**src/rtl/reset_sequencer_if.sv**
```systemverilog
// reset_sequencer_if
// Groups the firmware-facing request/ack path and the reset status outputs
// of the reset sequencer.
//   sys_rst_req  firmware system reset request (sampled on rising clk)
//   sys_rst_n    system reset to all cores, active-low, registered
//   sys_rst_ack  one-cycle pulse when a request is accepted
//   rst_cause    cause of last reset: 2'b01 reset_n, 2'b10 software
//   sw_rst_cnt   accepted software requests since reset_n, saturating
// Modports: master = firmware/system side, slave = the sequencer.
interface reset_sequencer_if;
    logic       sys_rst_req;
    logic       sys_rst_n;
    logic       sys_rst_ack;
    logic [1:0] rst_cause;
    logic [7:0] sw_rst_cnt;

    modport master (
        output sys_rst_req,
        input  sys_rst_n,
        input  sys_rst_ack,
        input  rst_cause,
        input  sw_rst_cnt
    );

    modport slave (
        input  sys_rst_req,
        output sys_rst_n,
        output sys_rst_ack,
        output rst_cause,
        output sw_rst_cnt
    );
endinterface

```
**src/rtl/reset_sequencer.sv**
```systemverilog
// reset_sequencer
// Turns the raw asynchronous active-low reset into the stretched system reset
// for all cores. Assertion is asynchronous; release goes through a 2-flop
// synchronizer and is then held low for HOLD_CYCLES clocks. A firmware
// request in RUN replays a stretched reset, pulses an ack, records the cause
// and bumps a saturating counter.
// Ports:
//   clk      system clock
//   reset_n  asynchronous active-low reset
//   rs       reset_sequencer_if.slave (request in, reset/status out)
// Parameter: HOLD_CYCLES (1..255) low-hold length in clk cycles.
module reset_sequencer #(
    parameter int HOLD_CYCLES = 16
) (
    input  logic              clk,
    input  logic              reset_n,
    reset_sequencer_if.slave  rs
);

    typedef enum logic [1:0] {
        ST_SYNC  = 2'b00,
        ST_HOLD  = 2'b01,
        ST_RUN   = 2'b10,
        ST_SWRST = 2'b11
    } state_e;

    localparam logic [7:0] CTR_LAST = 8'(HOLD_CYCLES - 1);

    state_e     state_q, state_d;
    logic [1:0] sync_q, sync_d;
    logic [7:0] ctr_q, ctr_d;
    logic       sys_rst_n_q, sys_rst_n_d;
    logic       ack_q, ack_d;
    logic [1:0] cause_q, cause_d;
    logic [7:0] cnt_q, cnt_d;

    // Synchronizer shifts in a constant 1; stage 1 is sync_done.
    assign sync_d = {sync_q[0], 1'b1};

    always_comb begin
        state_d     = state_q;
        ctr_d       = ctr_q;
        sys_rst_n_d = sys_rst_n_q;
        ack_d       = 1'b0;
        cause_d     = cause_q;
        cnt_d       = cnt_q;
        unique case (state_q)
            ST_SYNC: begin
                sys_rst_n_d = 1'b0;
                ctr_d       = 8'd0;
                // Leave SYNC on the same edge that sync_done goes high, so
                // HOLD starts at the second edge after release.
                if (sync_d[1]) state_d = ST_HOLD;
            end
            ST_HOLD, ST_SWRST: begin
                sys_rst_n_d = 1'b0;
                if (ctr_q == CTR_LAST) begin
                    state_d     = ST_RUN;
                    sys_rst_n_d = 1'b1;
                    ctr_d       = 8'd0;
                end else begin
                    ctr_d = ctr_q + 8'd1;
                end
            end
            ST_RUN: begin
                sys_rst_n_d = 1'b1;
                ctr_d       = 8'd0;
                if (rs.sys_rst_req) begin
                    state_d     = ST_SWRST;
                    sys_rst_n_d = 1'b0;
                    ack_d       = 1'b1;
                    cause_d     = 2'b10;
                    if (cnt_q != 8'hff) cnt_d = cnt_q + 8'd1;
                end
            end
            default: begin
                state_d     = ST_SYNC;
                sys_rst_n_d = 1'b0;
                ctr_d       = 8'd0;
            end
        endcase
    end

    always_ff @(posedge clk or negedge reset_n) begin
        if (!reset_n) begin
            state_q     <= ST_SYNC;
            sync_q      <= 2'b00;
            ctr_q       <= 8'd0;
            sys_rst_n_q <= 1'b0;
            ack_q       <= 1'b0;
            cause_q     <= 2'b01;
            cnt_q       <= 8'd0;
        end else begin
            state_q     <= state_d;
            sync_q      <= sync_d;
            ctr_q       <= ctr_d;
            sys_rst_n_q <= sys_rst_n_d;
            ack_q       <= ack_d;
            cause_q     <= cause_d;
            cnt_q       <= cnt_d;
        end
    end

    assign rs.sys_rst_n   = sys_rst_n_q;
    assign rs.sys_rst_ack = ack_q;
    assign rs.rst_cause   = cause_q;
    assign rs.sw_rst_cnt  = cnt_q;

endmodule
```
**src/flat_wrapper.sv**
```systemverilog
// flat-port wrapper written by rule: the top's interface ports become plain ports
module reset_sequencer_flat 
#(
    parameter int HOLD_CYCLES = 16
)
  (clk, reset_n, rs_sys_rst_req, rs_sys_rst_n, rs_sys_rst_ack, rs_rst_cause, rs_sw_rst_cnt);
  reset_sequencer_if rs_i ();
  input  logic clk;
  input  logic reset_n;
  input wire logic [$bits(rs_i.sys_rst_req)-1:0] rs_sys_rst_req;
  output wire logic [$bits(rs_i.sys_rst_n)-1:0] rs_sys_rst_n;
  output wire logic [$bits(rs_i.sys_rst_ack)-1:0] rs_sys_rst_ack;
  output wire logic [$bits(rs_i.rst_cause)-1:0] rs_rst_cause;
  output wire logic [$bits(rs_i.sw_rst_cnt)-1:0] rs_sw_rst_cnt;
  assign rs_i.sys_rst_req = rs_sys_rst_req;
  assign rs_sys_rst_n = rs_i.sys_rst_n;
  assign rs_sys_rst_ack = rs_i.sys_rst_ack;
  assign rs_rst_cause = rs_i.rst_cause;
  assign rs_sw_rst_cnt = rs_i.sw_rst_cnt;
  reset_sequencer #(.HOLD_CYCLES(HOLD_CYCLES)) u_core (.clk(clk), .reset_n(reset_n), .rs(rs_i));
endmodule
```
**config.mk**
```make
export PLATFORM = sky130hd
export DESIGN_NAME = reset_sequencer_flat
export DESIGN_NICKNAME = d
export VERILOG_FILES = /design/src/rtl/reset_sequencer_if.sv /design/src/rtl/reset_sequencer.sv /design/src/flat_wrapper.sv
export SDC_FILE = /design/constraint.sdc
export NUM_CORES = 1
export LEC_CHECK = 0
export ABC_AREA = 1
export CORE_MARGIN = 2
export CORE_UTILIZATION = 47
export CTS_CLUSTER_DIAMETER = 40
export DETAILED_ROUTE_END_ITERATION = 12
export PLACE_DENSITY = 0.82
export SYNTH_ARGS = -nofsm -noshare
export SYNTH_HDL_FRONTEND = slang
export SYNTH_SLANG_ARGS = --single-unit
```
**constraint.sdc**
```tcl
create_clock -name clk -period 1.2 [get_ports clk]
set_input_delay 0.18 -clock clk [delete_from_list [all_inputs] [get_ports clk]]
set_output_delay 0.18 -clock clk [all_outputs]
set_load 0.02 [all_outputs]
```
# Word-level counts from Yosys, hierarchy flattened
# Cells that the tools add are included.
[totals] ff_bits=23 inputBits=3 output_inout_bits=12 elab_cells=34
[op_classes] n_addsub=2 n_eq_ne=8 mux=11 n_reduce_logical=6
[op_table] operator="adder 8 x 1 -> 8 bit, second input constant" count=2
[op_table] operator="case mux 8 bit (2 select lines)" count=1
[op_table] operator="equality test 8 x 4 -> 1 bit, second input constant" count=1
[op_table] operator="two-way mux 8 bit" count=1
[op_table] operator="!= test 8 bit, second input constant" count=1
[op_table] operator="two-way mux 2 bit" count=3
[op_table] operator="case mux 2 bit (3 select lines)" count=1
[op_table] operator="AND reduction 3 bit" count=2
[op_table] operator="equality test 2 bit, second input constant" count=2
[op_table] operator="two-way mux 1 bit" count=4
[op_table] operator="!= test 2 x 1 -> 1 bit, second input constant" count=2
[op_table] operator="OR reduction 2 bit" count=2
[op_table] operator="case mux 1 bit (3 select lines)" count=1
[op_table] operator="equality test 2 x 1 -> 1 bit, second input constant" count=1
[op_table] operator="logical NOT 2 bit" count=1
[op_table] operator="!= test 2 bit, second input constant" count=1
[op_table] operator="AND reduction 2 bit" count=1

# Longest topological paths before layout
[logic_depth] word_depth=4 mapped_depth=8 ltp_nobuf=8

# Worst setup path before layout
# OpenSTA, ideal clock, no wires.
[synth_timing] path_type="register -> register" startpoint="register u_core.cnt_q[0] (netlist: u_core.rs.sw_rst_cnt[0])" endpoint="register u_core.cnt_q[5] (netlist: u_core.rs.sw_rst_cnt[5])" setup_time_ns=0.117 arrival_time_ns=1.198 t_required_ns=1.083 setup_slack_ns=-0.114 stages_incl_launch_ff=9 n_path_buf=0 period_less_slack_ns=1.314 cell_sequence="dfrtp_1 -> ha_1 -> nand3_2 -> inv_1 -> nand2_2 -> nand2_4 -> inv_4 -> nand2_1 -> nand2_1"
[synth_via] elab_chain_len=2 word_cells_on_any_way=3 cone_classes="1 x add/sub; 1 x eq/ne; 1 x reduce/logical"
[synth_rtl] item="start: declaration" line="reset_sequencer.sv:35" source="logic [7:0] cnt_q, cnt_d;"
[synth_rtl] item="start signal: assignment" line="reset_sequencer.sv:100" source="cnt_q <= cnt_d;"
[synth_rtl] item="parallel branches: the longest is 2 deep, another holds adder 8 x 1 -> 8 bit"
# Several ways; the timed one is not identified.
# A chain may end at the register's enable or synchronous reset.

# Worst setup path after layout
[layout_timing] startpoint="register u_core.cnt_q[1] (netlist: u_core.rs.sw_rst_cnt[1])" endpoint="register u_core.cnt_q[5] (netlist: u_core.rs.sw_rst_cnt[5])"
# Same word-level chain as after synthesis.

==> metrics <==
Crit-path slowest cell dfrtp_2; vias per cell 4.97; Die Y 52.2 um; ant diodes 0; # rows 17; syn_nets 136; via count of the first global-routing pass 862; wire length of the first global-routing pass 3530 um; core region area 0.00221 mm^2; Cell Chain, Critical Path ha_4 > nand3_4 > inv_2 > nand2_4 > nand2_2 > nand2_1 > nand2_1; TritonCTS sink count 23; final design instance area without fill 0.00149 mm^2; final core utilization 0.674; final hold vios 0; crit start category register; crit path from u_core.rs.sw_rst_cnt[1]; post-synth top area cell dfrtp_1; Pre-antenna DRT Iters 6; register area share after synthesis 0.527; clock edge transition at the registers on the reported setup and hold paths 120 ps; # DRC 0; area of the die 0.00273 mm^2; Netlist cell types 24; final-report max-slew violation count 0; Routed Antenna Nets 0; Reg2Reg Depth 7; RSZ-0062 raised after global routing true; P per Cell Area 1630 mW/mm^2; GR Overflow Total 0; Synth top area share 0.503; Worst Path Arrival 1390 ps; synthesis-to-finish area growth 36.3%; initial antenna violation count 0; HP Class input pin to async pin; crit path kind register to register; RR Startpoint u_core.rs.sw_rst_cnt[1]; synthesized cell area 0.00109 mm^2; fin crit period 1180 ps; CP peak stage delay 460 ps; initial DRC count 24; Routed wire per std cell 11.1 um; CP Max Fanout 4; largest net degree at the start of global routing 14; port bufs 14; top post-synthesis cells by area dfrtp_1, nand2_1, inv_1; clk_lat worst skew 300 ps; HPWL after DPL 1540 um; root buf cell clkbuf_4; routed via count 974; CTS buffer count 3; Post-DP Area 0.00137 mm^2; Setup crit end u_core.rs.sw_rst_cnt[5]; synth warn 0; Fmax 0.845 GHz; share of cells above drive strength 1 0.375; Placed Cells 185; # fillers 198; Pleak 0.776 nW; H-tree levels 1; Starting Density 0.494; nets 174; crit share post-route 0.986; final std cells w/o fill 196; critical path required time 1400 ps; clock buffer depth 2; CP Capture Type register; reg2reg setup slack 20 ps; hold_buf cts 0; reg2reg end u_core.rs.sw_rst_cnt[5]; maximum vdd drop 1060 uV; Tot GR Track Use 0.174; WHS 187 ps; Die W 52.2 um; endpoints failing setup 0; status finished, final reports clean; most frequent CP cell nand2_1; Ports 15; max cap viols 0; wirelength, routed 2180 um; synthesis-stage register bit count 23; Avg Inst Size Synth 8.35 um^2; Fin Clk Skew 5.03 ps; GPL Wtd Cong 0.751; Gate Count Post-Synth 131; CTS tree done
-- sequential cells by signal, summed over array words and instances (netlist names) --
register / cells
u_core.state_q: 2
u_core.rs.sys_rst_n: 1
u_core.sync_q: 1
u_core.rs.rst_cause: 2
u_core.rs.sw_rst_cnt: 8
u_core.ctr_q: 8
u_core.rs.sys_rst_ack: 1
-- cell type report --
class	instances	area [um^2]	share of cell area
Sequential cell	23	579	0.389
Multi-Input combinational cell	92	533	0.358
Timing Repair Buffer	32	244	0.164
Inverter	17	71.3	0.0479
Tap cell	28	35.0	0.0235
Clock buffer	3	22.5	0.0151
Clock inverter	1	5.00	0.00336
-- critical path: cells and delay by family, from the launching register on --
family / cells / cell delay (ps)
flip-flops: 1 / 460
AND/OR/NAND/NOR: 5 / 390
buffers and inverters: 1 / 50
adder cells (fa/ha/maj): 1 / 180
-- power by group --
part | total [W] | internal, W | leakage (nW) | switching [W]
Clock | 0.000345 | 0.000124 | 0.0177 | 0.000221
Sequential | 0.00113 | 0.000972 | 0.291 | 0.000160
Combinational | 0.000946 | 0.000421 | 0.467 | 0.000525
Total | 0.00242 | 0.00152 | 0.776 | 0.000907
-- Yosys cell counts, drive strengths merged --
cell / n
xor2: 3
xnor2: 2
inv: 17
a21oi: 1
nand2: 47
dfstp: 1
o21ai: 3
nor3: 3
o21bai: 2
ha: 2
nor2: 16
dfrtp: 22
nand3: 7
nand4: 3
or2: 1
conb: 1
-- cells by family after synthesis --
| logic type | after synthesis | synth area share |
|---|---|---|
| compound gates | 6 | 0.0355 |
| flops | 23 | 0.527 |
| xor+xnor | 5 | 0.0401 |
| simple gates | 77 | 0.310 |
| buf+inv | 17 | 0.0606 |
| fa+ha+maj | 2 | 0.0229 |
| other cells | 1 | 0.00343 |
-- per-stage QoR --
step	power (W)	setup TNS, ps	setup WS (ps)
floorplan	0.00163	0	12.2
global placement	0.00192	-352	-77.8
detailed placement	0.00197	-464	-84.0
CTS	0.00231	0	5.91
global route	0.00261	-119	-25.3
finish	0.00242	0	16.8
-- what timing repair did --
action | in CTS | in global routing
gates resized for setup | 32 | 32
endpoints found under the setup margin | 14 | 21
pin swaps | 1 | 12
gates cloned | 1 | 0
buffers inserted | 1 | 5
-- cells in the final DEF, fill, tap and decap left out, drive strengths merged, types with 2 or more instances in the layout --
cell	Yosys	final
clkdlybuf4s15	0	3
nor3	3	3
buf	0	23
nand2	47	48
xnor2	2	2
nand3	7	7
clkbuf	0	7
xor2	3	3
o21ai	3	3
nor2	16	16
dfrtp	22	22
inv	17	17
o21bai	2	2
nand4	3	3
clkdlybuf4s50	0	2
ha	2	2
-- how the worst min path moves through the flow --
stage / startpoint / to / slack, ps / depth (start not counted)
2_1_floorplan: reset_n / u_core.ctr_q[0] / -120 / 0
3_3_place_gp: u_core.rs.rst_cause[0] / u_core.rs.rst_cause[0] / 440 / 2
3_5_place_dp: u_core.rs.rst_cause[0] / u_core.rs.rst_cause[0] / 450 / 2
4_1_cts: reset_n / u_core.rs.sys_rst_n / 180 / 2
5_1_grt: reset_n / u_core.rs.sys_rst_n / 190 / 2
6_report: reset_n / u_core.ctr_q[6] / 190 / 2
-- metal layers --
layer | global-route usage | routed length [um] | vias to the layer above
li1 | - | - | 479
met1 | 0.218 | 923 | 480
met2 | 0.297 | 1190 | 13
met3 | 0.0343 | 61 | 2
met4 | 0.0641 | 12 | 0
met5 | 0 | 0 | -
Note: power is estimated with default switching activity, not from simulation.
